--- src/rtl/hazard_ctrl_pkg.sv ---
// Shared widths, FSM encodings and scoreboard entry type
// for the pipeline hazard controller.
package hazard_ctrl_pkg;

  localparam int REG_ADDR_W = 5;
  localparam int PC_W       = 6;
  localparam int SB_DEPTH   = 3;
  localparam int CNT_W      = 16;

  typedef enum logic [1:0] {
    HZ_RUN      = 2'd0,
    HZ_STALL    = 2'd1,
    HZ_REDIRECT = 2'd2
  } hz_state_e;

  typedef struct packed {
    logic                  wen;
    logic [REG_ADDR_W-1:0] rd;
  } sb_entry_t;

endpackage

--- src/rtl/hazard_ctrl_scoreboard.sv ---
// Shift-register scoreboard of in-flight register writes
// with two source-operand comparator ports.
module hz_scoreboard
  import hazard_ctrl_pkg::*;
(
  input  logic                  clk,
  input  logic                  rst,
  input  logic                  push_wen,
  input  logic [REG_ADDR_W-1:0] push_rd,
  input  logic [REG_ADDR_W-1:0] rs1,
  input  logic                  rs1_used,
  input  logic [REG_ADDR_W-1:0] rs2,
  input  logic                  rs2_used,
  output logic                  m1,
  output logic                  m2
);

  sb_entry_t sb_q [SB_DEPTH];
  sb_entry_t sb_d [SB_DEPTH];

  always_comb begin
    sb_d[0].wen = push_wen;
    sb_d[0].rd  = push_rd;
    for (int i = 1; i < SB_DEPTH; i++) begin
      sb_d[i] = sb_q[i-1];
    end
  end

  always_ff @(posedge clk) begin
    if (rst) begin
      for (int i = 0; i < SB_DEPTH; i++) begin
        sb_q[i] <= '0;
      end
    end else begin
      for (int i = 0; i < SB_DEPTH; i++) begin
        sb_q[i] <= sb_d[i];
      end
    end
  end

  // x0 is hardwired, so it never waits on a producer
  always_comb begin
    m1 = 1'b0;
    m2 = 1'b0;
    for (int i = 0; i < SB_DEPTH; i++) begin
      if (sb_q[i].wen && sb_q[i].rd == rs1) m1 = 1'b1;
      if (sb_q[i].wen && sb_q[i].rd == rs2) m2 = 1'b1;
    end
    m1 = m1 & rs1_used & (rs1 != '0);
    m2 = m2 & rs2_used & (rs2 != '0);
  end

endmodule

--- src/rtl/hazard_ctrl.sv ---
// Stall/redirect sequencing for the five-stage core:
// RAW stalls from the scoreboard and decode-time jumps.
module hazard_ctrl
  import hazard_ctrl_pkg::*;
(
  input  logic                  clk,
  input  logic                  resetIn,
  input  logic                  decValid,
  input  logic [REG_ADDR_W-1:0] decRs1,
  input  logic [REG_ADDR_W-1:0] decRs2,
  input  logic                  decRs1Used,
  input  logic                  decRs2Used,
  input  logic [REG_ADDR_W-1:0] decRd,
  input  logic                  decRegWrite,
  input  logic                  jumpReq,
  input  logic [PC_W-1:0]       jumpTarget,
  output logic                  pcEnable,
  output logic                  ifidEnable,
  output logic                  ifidFlush,
  output logic                  decBubble,
  output logic                  pcSelect,
  output logic [PC_W-1:0]       pcJumpAddr,
  output logic [CNT_W-1:0]      stallCycles,
  output logic [CNT_W-1:0]      flushCount
);

  hz_state_e          state_q, state_d;
  logic [CNT_W-1:0]   stall_cnt_q, stall_cnt_d;
  logic [CNT_W-1:0]   flush_cnt_q, flush_cnt_d;
  logic               m1, m2;
  logic               in_redirect;
  logic               hazard;
  logic               issue;
  logic               take_jump;

  assign in_redirect = (state_q == HZ_REDIRECT);
  assign hazard      = decValid & ~in_redirect & (m1 | m2);
  assign issue       = decValid & ~in_redirect & ~hazard;
  assign take_jump   = issue & jumpReq;

  hz_scoreboard u_sb (
    .clk      (clk),
    .rst      (resetIn),
    .push_wen (issue & decRegWrite),
    .push_rd  (decRd),
    .rs1      (decRs1),
    .rs1_used (decRs1Used),
    .rs2      (decRs2),
    .rs2_used (decRs2Used),
    .m1       (m1),
    .m2       (m2)
  );

  always_comb begin
    state_d = state_q;
    unique case (state_q)
      HZ_RUN, HZ_STALL: begin
        if (hazard)         state_d = HZ_STALL;
        else if (take_jump) state_d = HZ_REDIRECT;
        else                state_d = HZ_RUN;
      end
      HZ_REDIRECT: state_d = HZ_RUN;
      default:     state_d = HZ_RUN;
    endcase
  end

  always_comb begin
    pcEnable   = 1'b1;
    ifidEnable = 1'b1;
    ifidFlush  = 1'b0;
    decBubble  = 1'b0;
    pcSelect   = 1'b0;
    pcJumpAddr = '0;
    unique case (1'b1)
      hazard: begin
        pcEnable   = 1'b0;
        ifidEnable = 1'b0;
        decBubble  = 1'b1;
      end
      take_jump: begin
        pcSelect   = 1'b1;
        pcJumpAddr = jumpTarget;
        ifidFlush  = 1'b1;
      end
      in_redirect: decBubble = 1'b1;
      default: ;
    endcase
  end

  always_comb begin
    stall_cnt_d = stall_cnt_q;
    flush_cnt_d = flush_cnt_q;
    if (hazard && stall_cnt_q != '1)
      stall_cnt_d = stall_cnt_q + CNT_W'(1);
    if (take_jump && flush_cnt_q != '1)
      flush_cnt_d = flush_cnt_q + CNT_W'(1);
  end

  always_ff @(posedge clk) begin
    if (resetIn) begin
      state_q     <= HZ_RUN;
      stall_cnt_q <= '0;
      flush_cnt_q <= '0;
    end else begin
      state_q     <= state_d;
      stall_cnt_q <= stall_cnt_d;
      flush_cnt_q <= flush_cnt_d;
    end
  end

  assign stallCycles = stall_cnt_q;
  assign flushCount  = flush_cnt_q;

endmodule
--- config.mk ---
export PLATFORM = sky130hd
export DESIGN_NAME = hazard_ctrl
export DESIGN_NICKNAME = d
export VERILOG_FILES = /design/src/rtl/hazard_ctrl_pkg.sv /design/src/rtl/hazard_ctrl_scoreboard.sv /design/src/rtl/hazard_ctrl.sv
export SDC_FILE = /design/constraint.sdc
export NUM_CORES = 1
export LEC_CHECK = 0
export BUFFER_PORTS_ARGS = -buffer_cell sky130_fd_sc_hd__buf_4
export CORE_MARGIN = 5
export CORE_UTILIZATION = 28
export CTS_CLUSTER_SIZE = 10
export DETAILED_ROUTE_END_ITERATION = 12
export GPL_ROUTABILITY_DRIVEN = 0
export GPL_TIMING_DRIVEN = 0
export PLACE_DENSITY_LB_ADDON = 0.12
export SLEW_MARGIN = 0
export SYNTH_ARGS = -nofsm -noshare
export SYNTH_HDL_FRONTEND = slang
export SYNTH_SLANG_ARGS = --single-unit
--- constraint.sdc ---
create_clock -name clk -period 3.7 [get_ports clk]
set_clock_uncertainty 0.2 [all_clocks]
set_input_delay 0.74 -clock clk [delete_from_list [all_inputs] [get_ports clk]]
set_output_delay 0.74 -clock clk [all_outputs]
set_load 0.05 [all_outputs]
=== After elaboration in Yosys (flattened, before gate mapping) ===
Memories as Yosys holds them, arrays and structs flattened.
Index checks and enable logic that the tools add are counted.

* Register bits after elaboration: 34
* Bits in writable memories: 18
* Output and inout port bits: 43
* Memories: 1

* $add $sub $neg: 2
* Equal/unequal tests: 10
* Mux-type cells: 18
* Bitwise operators: 16
* Reductions and logical operators: 15

{| class="wikitable"
|+ Memory list
! name !! depth !! bits a word !! rd ports !! clocked after Yosys merged registers in !! wr ports !! line !! RTL
|-
| u_sb.sb_q || 3 || 6 || 3 || 0 || 3 || hazard_ctrl_scoreboard.sv:18 || <nowiki>sb_entry_t sb_q [SB_DEPTH];</nowiki>
|}

{| class="wikitable"
|+ Operators by type and width
! cell !! count
|-
| 16-bit by 1-bit adder with 16-bit output, second input constant || 2
|-
| 16-bit != test, second input constant || 2
|-
| 5-bit equality test || 6
|-
| 6-bit two-way mux || 4
|-
| 1-bit two-way mux || 13
|-
| 5-bit nonzero test || 2
|-
| 1-bit bitwise AND || 9
|-
| 1-bit logical AND || 8
|-
| 2-bit OR reduction || 3
|-
| 1-bit bitwise OR || 4
|-
| 1-bit inverter || 3
|-
| 3-bit OR reduction || 1
|-
| 2-bit by 1-bit equality test with 1-bit output, second input constant || 1
|-
| 2-bit equality test, second input constant || 1
|-
| 2-bit logical NOT || 1
|-
| 2-bit two-way mux || 1
|}

=== Depth between registers and ports, before layout ===
Gate-level depths: netlist of run 1.
An unclocked memory read counts as a cell.

* Depth after elaboration: 15
* Mapped depth: 10

=== Modules after synthesis ===
A second synthesis of run 1 with hierarchy kept.

* Cell total of the unflattened synthesis: 290
* Area total of the unflattened synthesis: 2565.0 µm²

{| class="wikitable"
|+ Modules (own cells, without submodules)
! module !! instances !! cells each !! area an instance (µm²) !! seq. area each (µm²)
|-
| hazard_ctrl || 1 || 205 || 1714.1 || 680.7
|-
| hz_scoreboard || 1 || 85 || 850.8 || 360.3
|}

=== Worst setup path after synthesis of run 1 ===
No wires, ideal clock.

* Path kind: input to output
* From: input decRs1[1]
* To: output pcJumpAddr[0]
* Arrival time: 2.590 ns
* Required time: 2.760 ns
* Path slack: 0.170 ns
* Stages: 8
* Buffers on the path: 2
* Cells stage by stage: or4_1 > o21ai_1 > a31o_2 > buf_6 > nand4_4 > inv_1 > buf_2 > and2_1

* Cells in the longest elaborated chain, start to end: 13
* Elaborated cells between the ends (all ways): 18

{| class="wikitable"
|+ Ends and longest elaborated chain
! what !! line !! RTL
|-
| start, declared || hazard_ctrl.sv:9 || <nowiki>input logic [REG_ADDR_W-1:0] decRs1,</nowiki>
|-
| 5-bit equality test || hazard_ctrl_scoreboard.sv:46 || <nowiki>if (sb_q[i].wen && sb_q[i].rd == rs1) m1 = 1'b1;</nowiki>
|-
| 1-bit logical AND || hazard_ctrl_scoreboard.sv:46 ||
|-
| 1-bit two-way mux (3 in series) || hazard_ctrl_scoreboard.sv:46 ||
|-
| 1-bit bitwise AND || hazard_ctrl_scoreboard.sv:49 || <nowiki>m1 = m1 & rs1_used & (rs1 != '0);</nowiki>
|-
| 1-bit bitwise AND (*) || hazard_ctrl_scoreboard.sv:49 ||
|-
| 1-bit bitwise OR (*) || hazard_ctrl.sv:37 || <nowiki>assign hazard = decValid & ~in_redirect & (m1 | m2);</nowiki>
|-
| 1-bit bitwise AND (*) || hazard_ctrl.sv:37 ||
|-
| 1-bit inverter (*) || hazard_ctrl.sv:38 || <nowiki>assign issue = decValid & ~in_redirect & ~hazard;</nowiki>
|-
| 1-bit bitwise AND (*) || hazard_ctrl.sv:38 ||
|-
| 1-bit bitwise AND (*) || hazard_ctrl.sv:39 || <nowiki>assign take_jump = issue & jumpReq;</nowiki>
|-
| 6-bit two-way mux (*) || hazard_ctrl.sv:74 || <nowiki>unique case (1'b1)</nowiki>
|-
| end, declared || hazard_ctrl.sv:22 || <nowiki>output logic [PC_W-1:0] pcJumpAddr,</nowiki>
|}

Mark *: on every way between the ends. The rest lies on a longest branch, timed or not.

=== Final worst setup path of run 1 ===
* From: input decRs1[1]
* To: output pcJumpAddr[5]

Same word-level chain as after synthesis.

==> impl_table.tex, run 1 <==
\begin{tabular}{lr}
\hline
Metric & Value \\
\hline
\multicolumn{2}{l}{\textbf{CTS}} \\
CTS Buffer Depth & 2 \\
Clock root buffer & sky130\_fd\_sc\_hd\_\_clkbuf\_8 \\
Clk sinks & 52 \\
Worst skew pair latency & 300 ps \\
Clock Pin Slew Worst Setup and Hold Paths & $\sim$100 ps \\
H-tree depth & 2 \\
TritonCTS Buffers & 5 \\
Post-cts resize count & 0 \\
CTS Hold Bufs & 0 \\
CTS tree & yes \\
Number of buffers added for setup after CTS & 0 \\
\multicolumn{2}{l}{\textbf{Drt}} \\
Number of DRC violations after detailed routing & 0 \\
Routed Antenna Nets & 0 \\
Drt pass-1 iters & 4 \\
Vias per cell & roughly 4.6 \\
Final WL & approximately 6900 microns \\
Violation count after the first detailed-route iteration & 47 \\
Vias post-DR & 2,378 \\
Wire length per cell & 13.4 microns \\
\multicolumn{2}{l}{\textbf{Yosys}} \\
Ys flop type & sky130\_fd\_sc\_hd\_\_dfxtp\_1 \\
Post-Synthesis Net Count & 336 \\
Part of the Yosys area used for sequential elements & between 30\% and 40\% \\
Library cell with the highest instance count after synthesis & sky130\_fd\_sc\_hd\_\_dfxtp\_1 \\
Top cell types by occurrence after synthesis & 52 x sky130\_fd\_sc\_hd\_\_dfxtp\_1, 24 x sky130\_fd\_sc\_hd\_\_xor2\_1, 23 x sky130\_fd\_sc\_hd\_\_nor2b\_1, 22 x sky130\_fd\_sc\_hd\_\_nand3\_1, 21 x sky130\_fd\_sc\_hd\_\_nor2\_1 \\
Number of standard cells after synthesis & around 310 \\
Mapped cell area & 0.00266 sq mm \\
Largest area contributor in the synthesized netlist & sky130\_fd\_sc\_hd\_\_dfxtp\_1 \\
Flip-flop and latch count after synthesis & 52 \\
Post-synth cell types & 40 \\
Share of the synthesized area in the top cell type & 39.1\% \\
Number of enable-type register cells in the synthesized netlist & 0 \\
Synth async-reset ratio & 0\% \\
Per-instance average area after synthesis & between 8 and 9 sq um \\
Top post-synthesis cells by area & sky130\_fd\_sc\_hd\_\_dfxtp\_1 39\%, sky130\_fd\_sc\_hd\_\_xor2\_1 7.9\%, sky130\_fd\_sc\_hd\_\_nor2b\_1 5.4\%, sky130\_fd\_sc\_hd\_\_xnor2\_1 4.3\%, sky130\_fd\_sc\_hd\_\_nand3\_1 4.1\% \\
Warnings, synthesis & 0 \\
\multicolumn{2}{l}{\textbf{Placed design}} \\
Setup slack after placement & 56.3 ps \\
HPWL reported at the end of detailed placement & 5220 microns \\
Count of input and output buffers & 70 \\
\multicolumn{2}{l}{\textbf{Setup path}} \\
Cell with the largest stage delay on the worst path & sky130\_fd\_sc\_hd\_\_or4\_1 \\
CP Cell Sequence & buf\_4, or4\_1, o21ai\_1, a31o\_2, buf\_6, nand4\_4, inv\_1, clkbuf\_4, and2\_1, buf\_4 \\
Largest fanout on the critical path & 11 \\
Worst endpoint data arrival time & 2610 ps \\
Kind of capture point of the worst setup path & output port \\
Cell occurring most often along the worst timing path & sky130\_fd\_sc\_hd\_\_buf\_4 \\
Worst path max stage delay & 530 ps \\
Category of the most critical setup path & input port to output port \\
Data required time at the worst endpoint & 2760 ps \\
Worst setup SP type & input port \\
\multicolumn{2}{l}{\textbf{Finish}} \\
Layout area overhead & 29.7\% \\
Antenna diode instance count & 0 \\
Fraction of final layout cells with drive strength greater than 1 & 25.3\% \\
Count of fill cells added during filler insertion & 947 \\
Net total in the final layout & 413 \\
Final standard cell utilization of the core & 37.3\% \\
\multicolumn{2}{l}{\textbf{Power}} \\
Power per unit of standard cell area & 294 mW/mm\^{}2 \\
Peak supply drop & 0.000139 V \\
Reported leakage power & about 0.0013 uW \\
\multicolumn{2}{l}{\textbf{Outcome}} \\
Result of the run & completed \\
\multicolumn{2}{l}{\textbf{Timing}} \\
Final Worst Setup Slack & 153 ps \\
Setup repair after global routing missed its margin & no \\
Fraction of the cycle the final worst path needs & 95.9\% \\
Final-layout setup total negative slack & 0 ps \\
Final number of hold-violating endpoints & 0 \\
Final worst hold slack & $\sim$280 ps \\
Final setup violation count & 0 \\
Highest clock rate & 0.282 GHz \\
Slew at the pin with the worst max-slew slack & around 640 ps \\
Max-slew violation count & 0 \\
Relative slew slack & 57.0\% \\
Final critical-path required period & between 3000 and 4000 ps \\
\multicolumn{2}{l}{\textbf{Floorplanning}} \\
Chip width & 107 microns \\
Core box area & just over 0.009 sq mm \\
DIE AREA & about 0.012 sq mm \\
Die Span Y & between 100 and 150 microns \\
Cell Rows & 35 \\
Number of I/O pins & between 70 and 80 \\
Initial standard-cell utilization of the core & 28.8\% \\
\multicolumn{2}{l}{\textbf{Global routing}} \\
Largest net degree at the start of global routing & 15 \\
Global routing usage summed across all routing layers & 12.3\% \\
Initial antenna violation count & 0 \\
First-pass GRT wire length & approximately 12,000 microns \\
Congestion Overflow GR & 0 \\
Via count of the first global-routing pass & 2,376 \\
\multicolumn{2}{l}{\textbf{Hold path}} \\
Classification of the worst-slack hold path & register to register \\
\multicolumn{2}{l}{\textbf{Run}} \\
Max-cap violation count & 0 \\
\hline
\end{tabular}
## stage by stage
step	power, uW	instance area (sq um)	std cells
detailed placement	719	3350	505
floorplan	663	2660	306
global route	1070	3450	512
global placement	718	3350	505
finish	1020	3450	512
CTS	1040	3430	512
## kinds of logic (layout without fill, tap and decap cells)
| kind of cell | Yosys count | after routing | synth area share, % |
|---|---|---|---|
| xor gates and xnor gates | 37 | 37 | 12.2 |
| buffers and inverters | 29 | 106 | 5.27 |
| adders and majority gates | 2 | 2 | 0.940 |
| muxes | 7 | 7 | 2.91 |
| and+or+nand+nor | 132 | 132 | 28.0 |
| AOI/OAI and AO/OA | 47 | 47 | 11.6 |
| DFF | 52 | 52 | 39.1 |
## layer usage
metal	track usage (%)	wire (microns)	share of wire (%)	vias to the layer above
met5	0	0	0	-
met4	2.71	71	1.0	0
met2	20.2	3230	47	52
li1	-	-	-	1216
met3	3.12	419	6.1	6
met1	16.1	3160	46	1104
## worst paths after layout
path | start | endpoint | slack, ps | cells past startpoint
setup / recovery | decRs1[1] | pcJumpAddr[5] | 150 | 10
setup reg to reg | flushCount[0] | flushCount[10] | 820 | 8
hold / removal | state_q[1] | state_q[1] | 280 | 1
hold reg to reg | state_q[1] | state_q[1] | 280 | 1
## critical path, delay by kind of cell
kind                   cells  cell delay [ps]
AO/OA/AOI/OAI              2              280
buffers and inverters      5              750
AND/OR/NAND/NOR            3              820
## where the power goes
part           leakage [uW]  switching (uW)  internal, uW
sequential         0.000422            9.48           569
combinational      0.000863            73.3          56.0
clock             0.0000410             179           129
## cell usage in the layout (no fill, tap or decap), types with 10 or more instances in the layout
master                     netlist  routed
sky130_fd_sc_hd__buf_4           2      71
sky130_fd_sc_hd__dfxtp_1        52      52
sky130_fd_sc_hd__xor2_1         24      24
sky130_fd_sc_hd__nor2b_1        23      23
sky130_fd_sc_hd__nand3_1        22      22
sky130_fd_sc_hd__nor2_1         21      21
sky130_fd_sc_hd__a21oi_1        16      16
sky130_fd_sc_hd__inv_1          14      14
sky130_fd_sc_hd__nand2_1        14      14
sky130_fd_sc_hd__xnor2_1        13      13
sky130_fd_sc_hd__clkbuf_1        9      10
## layout make-up
| cell class | instances | area (sq um) | area share [%] |
|---|---|---|---|
| Clock inverter | 1 | 5.00 | 0.145 |
| Multi-Input combinational cell | 225 | 1500 | 43.4 |
| Timing Repair Buffer | 70 | 529 | 15.3 |
| Sequential cell | 52 | 1040 | 30.2 |
| Clock buffer | 6 | 72.6 | 2.10 |
| Tap cell | 129 | 161 | 4.68 |
| Inverter | 14 | 52.6 | 1.52 |
| Buffer | 15 | 90.1 | 2.61 |
## registers in the layout, indices dropped and copies added, names as in the netlist
register and count:
flushCount 16, u_sb.sb_q 18, state_q 2, stallCycles 16
No activity file was read; power rests on OpenSTA's default activity.
==> inputs of run 2 (changes only) <==
--- a/config.mk
+++ b/config.mk
@@ -7,7 +7,7 @@
 export LEC_CHECK = 0
 export BUFFER_PORTS_ARGS = -buffer_cell sky130_fd_sc_hd__buf_4
 export CORE_MARGIN = 5
-export CORE_UTILIZATION = 28
+export CORE_UTILIZATION = 34
 export CTS_CLUSTER_SIZE = 10
 export DETAILED_ROUTE_END_ITERATION = 12
 export GPL_ROUTABILITY_DRIVEN = 0
==> run 2 against run 1 <==
  * Sequential power about the same
  * Die area decreased by 16%
  * Power shrank 0.84%
  * Sequential share of layout area grew 0.29 points
  * Clock power shrank 3%
  * Critical path type unchanged
  * Routed wire length shrank 3.8%
  * Count of clock-buffer cells in the layout did not move
  * Register-to-register slack gained 50 ps
==> impl_table.tex, run 2 (synthesis gave the netlist of run 1 again) <==
\begin{tabular}{lr}
\hline
Metric & Value \\
\hline
\multicolumn{2}{l}{\textbf{Outcome}} \\
Result of the run & completed \\
\multicolumn{2}{l}{\textbf{Drt}} \\
Vias post-DR & 2,360 \\
Routed Antenna Nets & 0 \\
Number of DRC violations after detailed routing & 0 \\
Final WL & 6620 microns \\
Drt pass-1 iters & 4 \\
Vias per cell & approximately 5 \\
Wire length per cell & 13.7 microns \\
Violation count after the first detailed-route iteration & 55 \\
\multicolumn{2}{l}{\textbf{Timing}} \\
Setup repair after global routing missed its margin & no \\
Highest clock rate & 0.279 GHz \\
Final critical-path required period & around 3600 ps \\
Slew at the pin with the worst max-slew slack & around 630 ps \\
Relative slew slack & 57.6\% \\
Max-slew violation count & 0 \\
Final setup violation count & 0 \\
Final-layout setup total negative slack & 0 ps \\
Final number of hold-violating endpoints & 0 \\
Fraction of the cycle the final worst path needs & 96.7\% \\
\multicolumn{2}{l}{\textbf{CTS}} \\
Clk sinks & 52 \\
TritonCTS Buffers & 5 \\
CTS Hold Bufs & 0 \\
CTS Buffer Depth & 2 \\
H-tree depth & 2 \\
CTS tree & yes \\
Worst skew pair latency & 300 ps \\
Clock root buffer & sky130\_fd\_sc\_hd\_\_clkbuf\_8 \\
Clock Pin Slew Worst Setup and Hold Paths & 90 ps \\
\multicolumn{2}{l}{\textbf{Global routing}} \\
First-pass GRT wire length & 11,400 microns \\
Congestion Overflow GR & 0 \\
Met2 track utilization from global routing & 23.1\% \\
Largest net degree at the start of global routing & 15 \\
Global routing usage summed across all routing layers & 14.1\% \\
Via count of the first global-routing pass & 2,430 \\
Global routing usage on met3 & 4.03\% \\
Met1 routing resource usage after global routing & 18.1\% \\
Initial antenna violation count & 0 \\
Global-route layer with the greatest usage & met2 \\
\multicolumn{2}{l}{\textbf{Power}} \\
Combinational cell fraction of total power & 12.8\% \\
Cell internal pwr & 754 uW \\
Reg power frac & 57.4\% \\
Power per unit of standard cell area & 295 mW/mm\^{}2 \\
Net switching power & 253 uW \\
Peak supply drop & $\sim$0.00014 V \\
Switching power share of the total & 25.1\% \\
Reported leakage power & 0.00133 uW \\
Part of the power in the clock network & between 20\% and 30\% \\
\multicolumn{2}{l}{\textbf{Setup path}} \\
Data required time at the worst endpoint & $\sim$2800 ps \\
Worst setup SP type & input port \\
Category of the most critical setup path & input port to output port \\
Kind of capture point of the worst setup path & output port \\
Crit Reg-Reg Startpoint & flushCount[0] \\
R2R setup slack & about 870 ps \\
Largest fanout on the critical path & 11 \\
R2R depth & 8 \\
Reg-to-reg endpoint & flushCount[11] \\
Worst endpoint data arrival time & about 2600 ps \\
\multicolumn{2}{l}{\textbf{Finish}} \\
Net total in the final layout & just over 400 \\
Layout area overhead & 28.4\% \\
Number of flip-flops under the largest register name & 18 \\
Most common library cell in the layout ignoring fill and taps & sky130\_fd\_sc\_hd\_\_buf\_4 \\
Fraction of final layout cells with drive strength greater than 1 & 25.1\% \\
Non-filler instance count after layout & just under 500 \\
Most used cells in the layout excluding fill and tap cells & 69 x sky130\_fd\_sc\_hd\_\_buf\_4, 52 x sky130\_fd\_sc\_hd\_\_dfxtp\_1, 24 x sky130\_fd\_sc\_hd\_\_xor2\_1 \\
Register with the most flip-flops & u\_sb.sb\_q \\
Antenna diode instance count & 0 \\
Count of fill cells added during filler insertion & 800 \\
\multicolumn{2}{l}{\textbf{Placed design}} \\
HPWL reported at the end of detailed placement & 5100 microns \\
Count of input and output buffers & 70 \\
Placed insts & 478 \\
\multicolumn{2}{l}{\textbf{Run}} \\
Max-cap violation count & 0 \\
\multicolumn{2}{l}{\textbf{Floorplanning}} \\
Chip width & $\sim$98 microns \\
Cell Rows & 32 \\
Number of I/O pins & 71 \\
DIE AREA & 0.00970 sq mm \\
Initial standard-cell utilization of the core & 34.6\% \\
Core box area & 0.00769 sq mm \\
Die Span Y & 98.5 microns \\
\multicolumn{2}{l}{\textbf{Hold path}} \\
WHS Path Cells & 1 \\
End point of the worst hold path & state\_q[0] \\
Classification of the worst-slack hold path & register to register \\
Hold path start & state\_q[1] \\
\hline
\end{tabular}
-- run 2: cell counts in the layout (fill, tap and decap cells not counted) --
Identical to the previous run, type by type.
-- run 2: final cells by class --
cell class              count  area [sq um]  area share, %
multi-input cells         225          1490           43.7
clock buffers               6          72.6           2.12
clock inverters             1          5.00          0.146
plain buffers              15          90.1           2.64
inverters                  14          52.6           1.54
well taps                 102           128           3.73
flip-flops and latches     52          1040           30.5
repair buffers             70           537           15.7
-- run 2: what timing repair did --
item,4_1_cts,5_1_grt
setup buffers,0,0
hold endpoints to repair,0,0
resized for setup,0,6
setup endpoints to repair,0,7
-- run 2: critical path, cell delays in order --
cell	delay, ps
sky130_fd_sc_hd__buf_4	130
sky130_fd_sc_hd__or4_1	550
sky130_fd_sc_hd__o21ai_1	150
sky130_fd_sc_hd__a31o_2	130
sky130_fd_sc_hd__buf_6	140
sky130_fd_sc_hd__nand4_4	160
sky130_fd_sc_hd__inv_1	100
sky130_fd_sc_hd__clkbuf_4	190
sky130_fd_sc_hd__and2_1	140
sky130_fd_sc_hd__buf_4	190
-- run 2: power by group through the flow --
stage	Combinational [uW]	Sequential [uW]	Clock, uW
4_1_cts	128	578	322
2_1_floorplan	69.0	594	0
3_5_place_dp	127	591	0
3_3_place_gp	126	591	0
6_report	129	578	300
5_1_grt	143	580	341
-- run 2: worst max path at each step --
stage / from / to / slack [ps] / cells after the start
final: decRs1[1] / pcJumpAddr[5] / 120 / 10
after global routing: decRs1[1] / pcJumpAddr[5] / 8 / 10
after CTS: decRs2[4] / pcJumpAddr[3] / 70 / 11
after detailed placement: decRs2[4] / pcJumpAddr[3] / 70 / 11
after global placement: decRs1[3] / pcJumpAddr[5] / 110 / 11
after floorplan: decRs1[1] / pcJumpAddr[0] / 170 / 8
-- run 2: stage by stage --
stage	total power (uW)	hold slack, ps	instance area, sq um	util [%]	setup slack (ps)
2_1_floorplan	663	228	2660	-	170
3_3_place_gp	717	248	3310	43.1	106
3_5_place_dp	718	251	3310	43.1	71.3
4_1_cts	1030	266	3390	44.1	68.4
5_1_grt	1060	288	3420	44.5	7.71
6_report	1010	264	3420	44.5	121
-- run 2: metal layers --
metal | wire length (microns) | vias to the layer above
li1 | - | 1215
met2 | 3100 | 49
met3 | 409 | 7
met4 | 83 | 0
met1 | 3030 | 1089
met5 | 0 | -
==> inputs of run 3 (changes only) <==
--- a/config.mk
+++ b/config.mk
@@ -7,7 +7,7 @@
 export LEC_CHECK = 0
 export BUFFER_PORTS_ARGS = -buffer_cell sky130_fd_sc_hd__buf_4
 export CORE_MARGIN = 5
-export CORE_UTILIZATION = 34
+export CORE_UTILIZATION = 52
 export CTS_CLUSTER_SIZE = 10
 export DETAILED_ROUTE_END_ITERATION = 12
 export GPL_ROUTABILITY_DRIVEN = 0
==> run 3 against run 2 <==
  * Sequential power about the same
  * Utilization increased by 22 points
  * Count of clock-buffer cells in the layout unchanged
  * Die area shrank 31%
  * Via count up 1.9%
  * Setup slack better by 21 ps
  * Non-clock buffer count unchanged
  * Critical endpoint is now pcJumpAddr[0]
  * Largest power group unchanged
==> impl_table.tex, run 3 (synthesis gave the netlist of run 1 again) <==
\begin{tabular}{lr}
\hline
Metric & Value \\
\hline
\multicolumn{2}{l}{\textbf{Floorplanning}} \\
Core box area & 0.00504 sq mm \\
Chip width & around 82 microns \\
Die Span Y & 81.5 microns \\
Number of I/O pins & just over 70 \\
DIE AREA & 0.00665 sq mm \\
Cell Rows & 26 \\
Initial standard-cell utilization of the core & 52.8\% \\
\multicolumn{2}{l}{\textbf{Hold path}} \\
Hold path start & state\_q[1] \\
Classification of the worst-slack hold path & register to register \\
\multicolumn{2}{l}{\textbf{Timing}} \\
Fraction of the cycle the final worst path needs & 96.2\% \\
Setup repair after global routing missed its margin & no \\
Highest clock rate & 0.281 GHz \\
Slew at the pin with the worst max-slew slack & 649 ps \\
Final setup violation count & 0 \\
Final-layout setup total negative slack & 0 ps \\
Max-slew violation count & 0 \\
Relative slew slack & 56.7\% \\
Final critical-path required period & 3560 ps \\
Final number of hold-violating endpoints & 0 \\
\multicolumn{2}{l}{\textbf{CTS}} \\
Worst skew pair latency & 310 ps \\
Clk sinks & 52 \\
H-tree depth & 2 \\
Clock Pin Slew Worst Setup and Hold Paths & 90 ps \\
TritonCTS Buffers & 5 \\
Clock root buffer & sky130\_fd\_sc\_hd\_\_clkbuf\_8 \\
CTS Buffer Depth & 2 \\
CTS tree & yes \\
\multicolumn{2}{l}{\textbf{Finish}} \\
Fraction of final layout cells with drive strength greater than 1 & roughly a quarter \\
Most used cells in the layout excluding fill and tap cells & 72 x sky130\_fd\_sc\_hd\_\_buf\_4, 52 x sky130\_fd\_sc\_hd\_\_dfxtp\_1, 24 x sky130\_fd\_sc\_hd\_\_xor2\_1 \\
Net total in the final layout & 413 \\
Non-filler instance count after layout & 454 \\
Number of flip-flops under the largest register name & 18 \\
Register with the most flip-flops & u\_sb.sb\_q \\
Layout area overhead & 26.8\% \\
Combined area of the multi-input logic cells & 0.00149 sq mm \\
Antenna diode instance count & 0 \\
Final instance area & 0.00338 sq mm \\
Count of fill cells added during filler insertion & 453 \\
FF+latch area & 0.00104 sq mm \\
Most common library cell in the layout ignoring fill and taps & sky130\_fd\_sc\_hd\_\_buf\_4 \\
\multicolumn{2}{l}{\textbf{Drt}} \\
Vias per cell & 5.30 \\
Vias post-DR & between 2,000 and 2,500 \\
Number of DRC violations after detailed routing & 0 \\
Drt pass-1 iters & 4 \\
Violation count after the first detailed-route iteration & between 80 and 90 \\
Final WL & $\sim$6300 microns \\
Routed Antenna Nets & 0 \\
Wire length per cell & 13.8 microns \\
\multicolumn{2}{l}{\textbf{Power}} \\
Total power & 1030 uW \\
Reported leakage power & 0.00133 uW \\
Power per unit of standard cell area & slightly above 300 mW/mm\^{}2 \\
Peak supply drop & 0.000141 V \\
\multicolumn{2}{l}{\textbf{Setup path}} \\
Kind of capture point of the worst setup path & output port \\
Critical path launch point & decRs2[4] \\
Data required time at the worst endpoint & approximately 2800 ps \\
Worst setup SP type & input port \\
Worst endpoint data arrival time & roughly 2600 ps \\
Crit Reg-Reg Startpoint & flushCount[0] \\
Largest fanout on the critical path & 11 \\
Category of the most critical setup path & input port to output port \\
\multicolumn{2}{l}{\textbf{Run}} \\
Max-cap violation count & 0 \\
\multicolumn{2}{l}{\textbf{Global routing}} \\
Initial antenna violation count & 0 \\
Congestion Overflow GR & 0 \\
Via count of the first global-routing pass & 2,245 \\
First-pass GRT wire length & around 10,000 microns \\
Largest net degree at the start of global routing & 17 \\
Global routing usage summed across all routing layers & roughly 20\% \\
\multicolumn{2}{l}{\textbf{Outcome}} \\
Result of the run & completed \\
\multicolumn{2}{l}{\textbf{Placed design}} \\
Placed insts & between 400 and 500 \\
HPWL reported at the end of detailed placement & 4740 microns \\
Count of input and output buffers & 70 \\
Dpl cell area & around 0.0033 sq mm \\
\hline
\end{tabular}
-- run 3: per-layer routing --
metal	vias up	GRT usage, %	wire, microns
met5	-	0	0
met2	54	33.7	3050
met1	1132	24.9	2830
li1	1218	-	-
met3	2	5.04	365
met4	0	5.24	24
-- run 3: repair_timing --
action / in CTS / in global routing
hold buffers: 0 / 0
resized for setup: 0 / 2
hold endpoints to repair: 0 / 0
setup buffers: 0 / 0
endpoints found under the setup margin: 0 / 6
-- run 3: worst max-delay path, stage by stage --
cell and delay (ps):
sky130_fd_sc_hd__buf_4 130, sky130_fd_sc_hd__xor2_1 130, sky130_fd_sc_hd__nor4_1 350, sky130_fd_sc_hd__nand3_1 130
sky130_fd_sc_hd__a31o_2 270, sky130_fd_sc_hd__buf_6 140, sky130_fd_sc_hd__nand4_4 110, sky130_fd_sc_hd__inv_1 70
sky130_fd_sc_hd__buf_2 170, sky130_fd_sc_hd__and2_1 170, sky130_fd_sc_hd__buf_4 180
-- run 3: cell type report --
cell class	count	area share, %
clock inverter	2	0.482
sequential	52	30.8
tap	70	2.59
multi-input combinational	225	44.2
inverter	14	1.56
timing repair buffer	70	15.6
buffer	15	2.59
clock buffer	6	2.15
-- run 3: path summary, 6_finish.rpt --
path | end | slack (ps) | cells past startpoint
worst max-delay path | pcJumpAddr[0] | 140 | 11
worst min-delay path | state_q[1] | 260 | 1
worst max register to register | flushCount[5] | 950 | 8
worst min register to register | state_q[1] | 260 | 1
-- run 3: per-stage QoR --
stage | util (%) | worst slack, ps | hold slack [ps]
6_report | 66.9 | 142 | 259
5_1_grt | 66.9 | 26.0 | 272
4_1_cts | 66.7 | 117 | 260
3_5_place_dp | 64.9 | 120 | 247
3_3_place_gp | 64.9 | 139 | 246
2_1_floorplan | - | 170 | 228
-- run 3: report_power, final --
group	switching (uW)	total [uW]	internal [uW]
clock network	191	326	135
logic	71.6	127	55.2
registers	9.47	578	569
total	272	1030	759
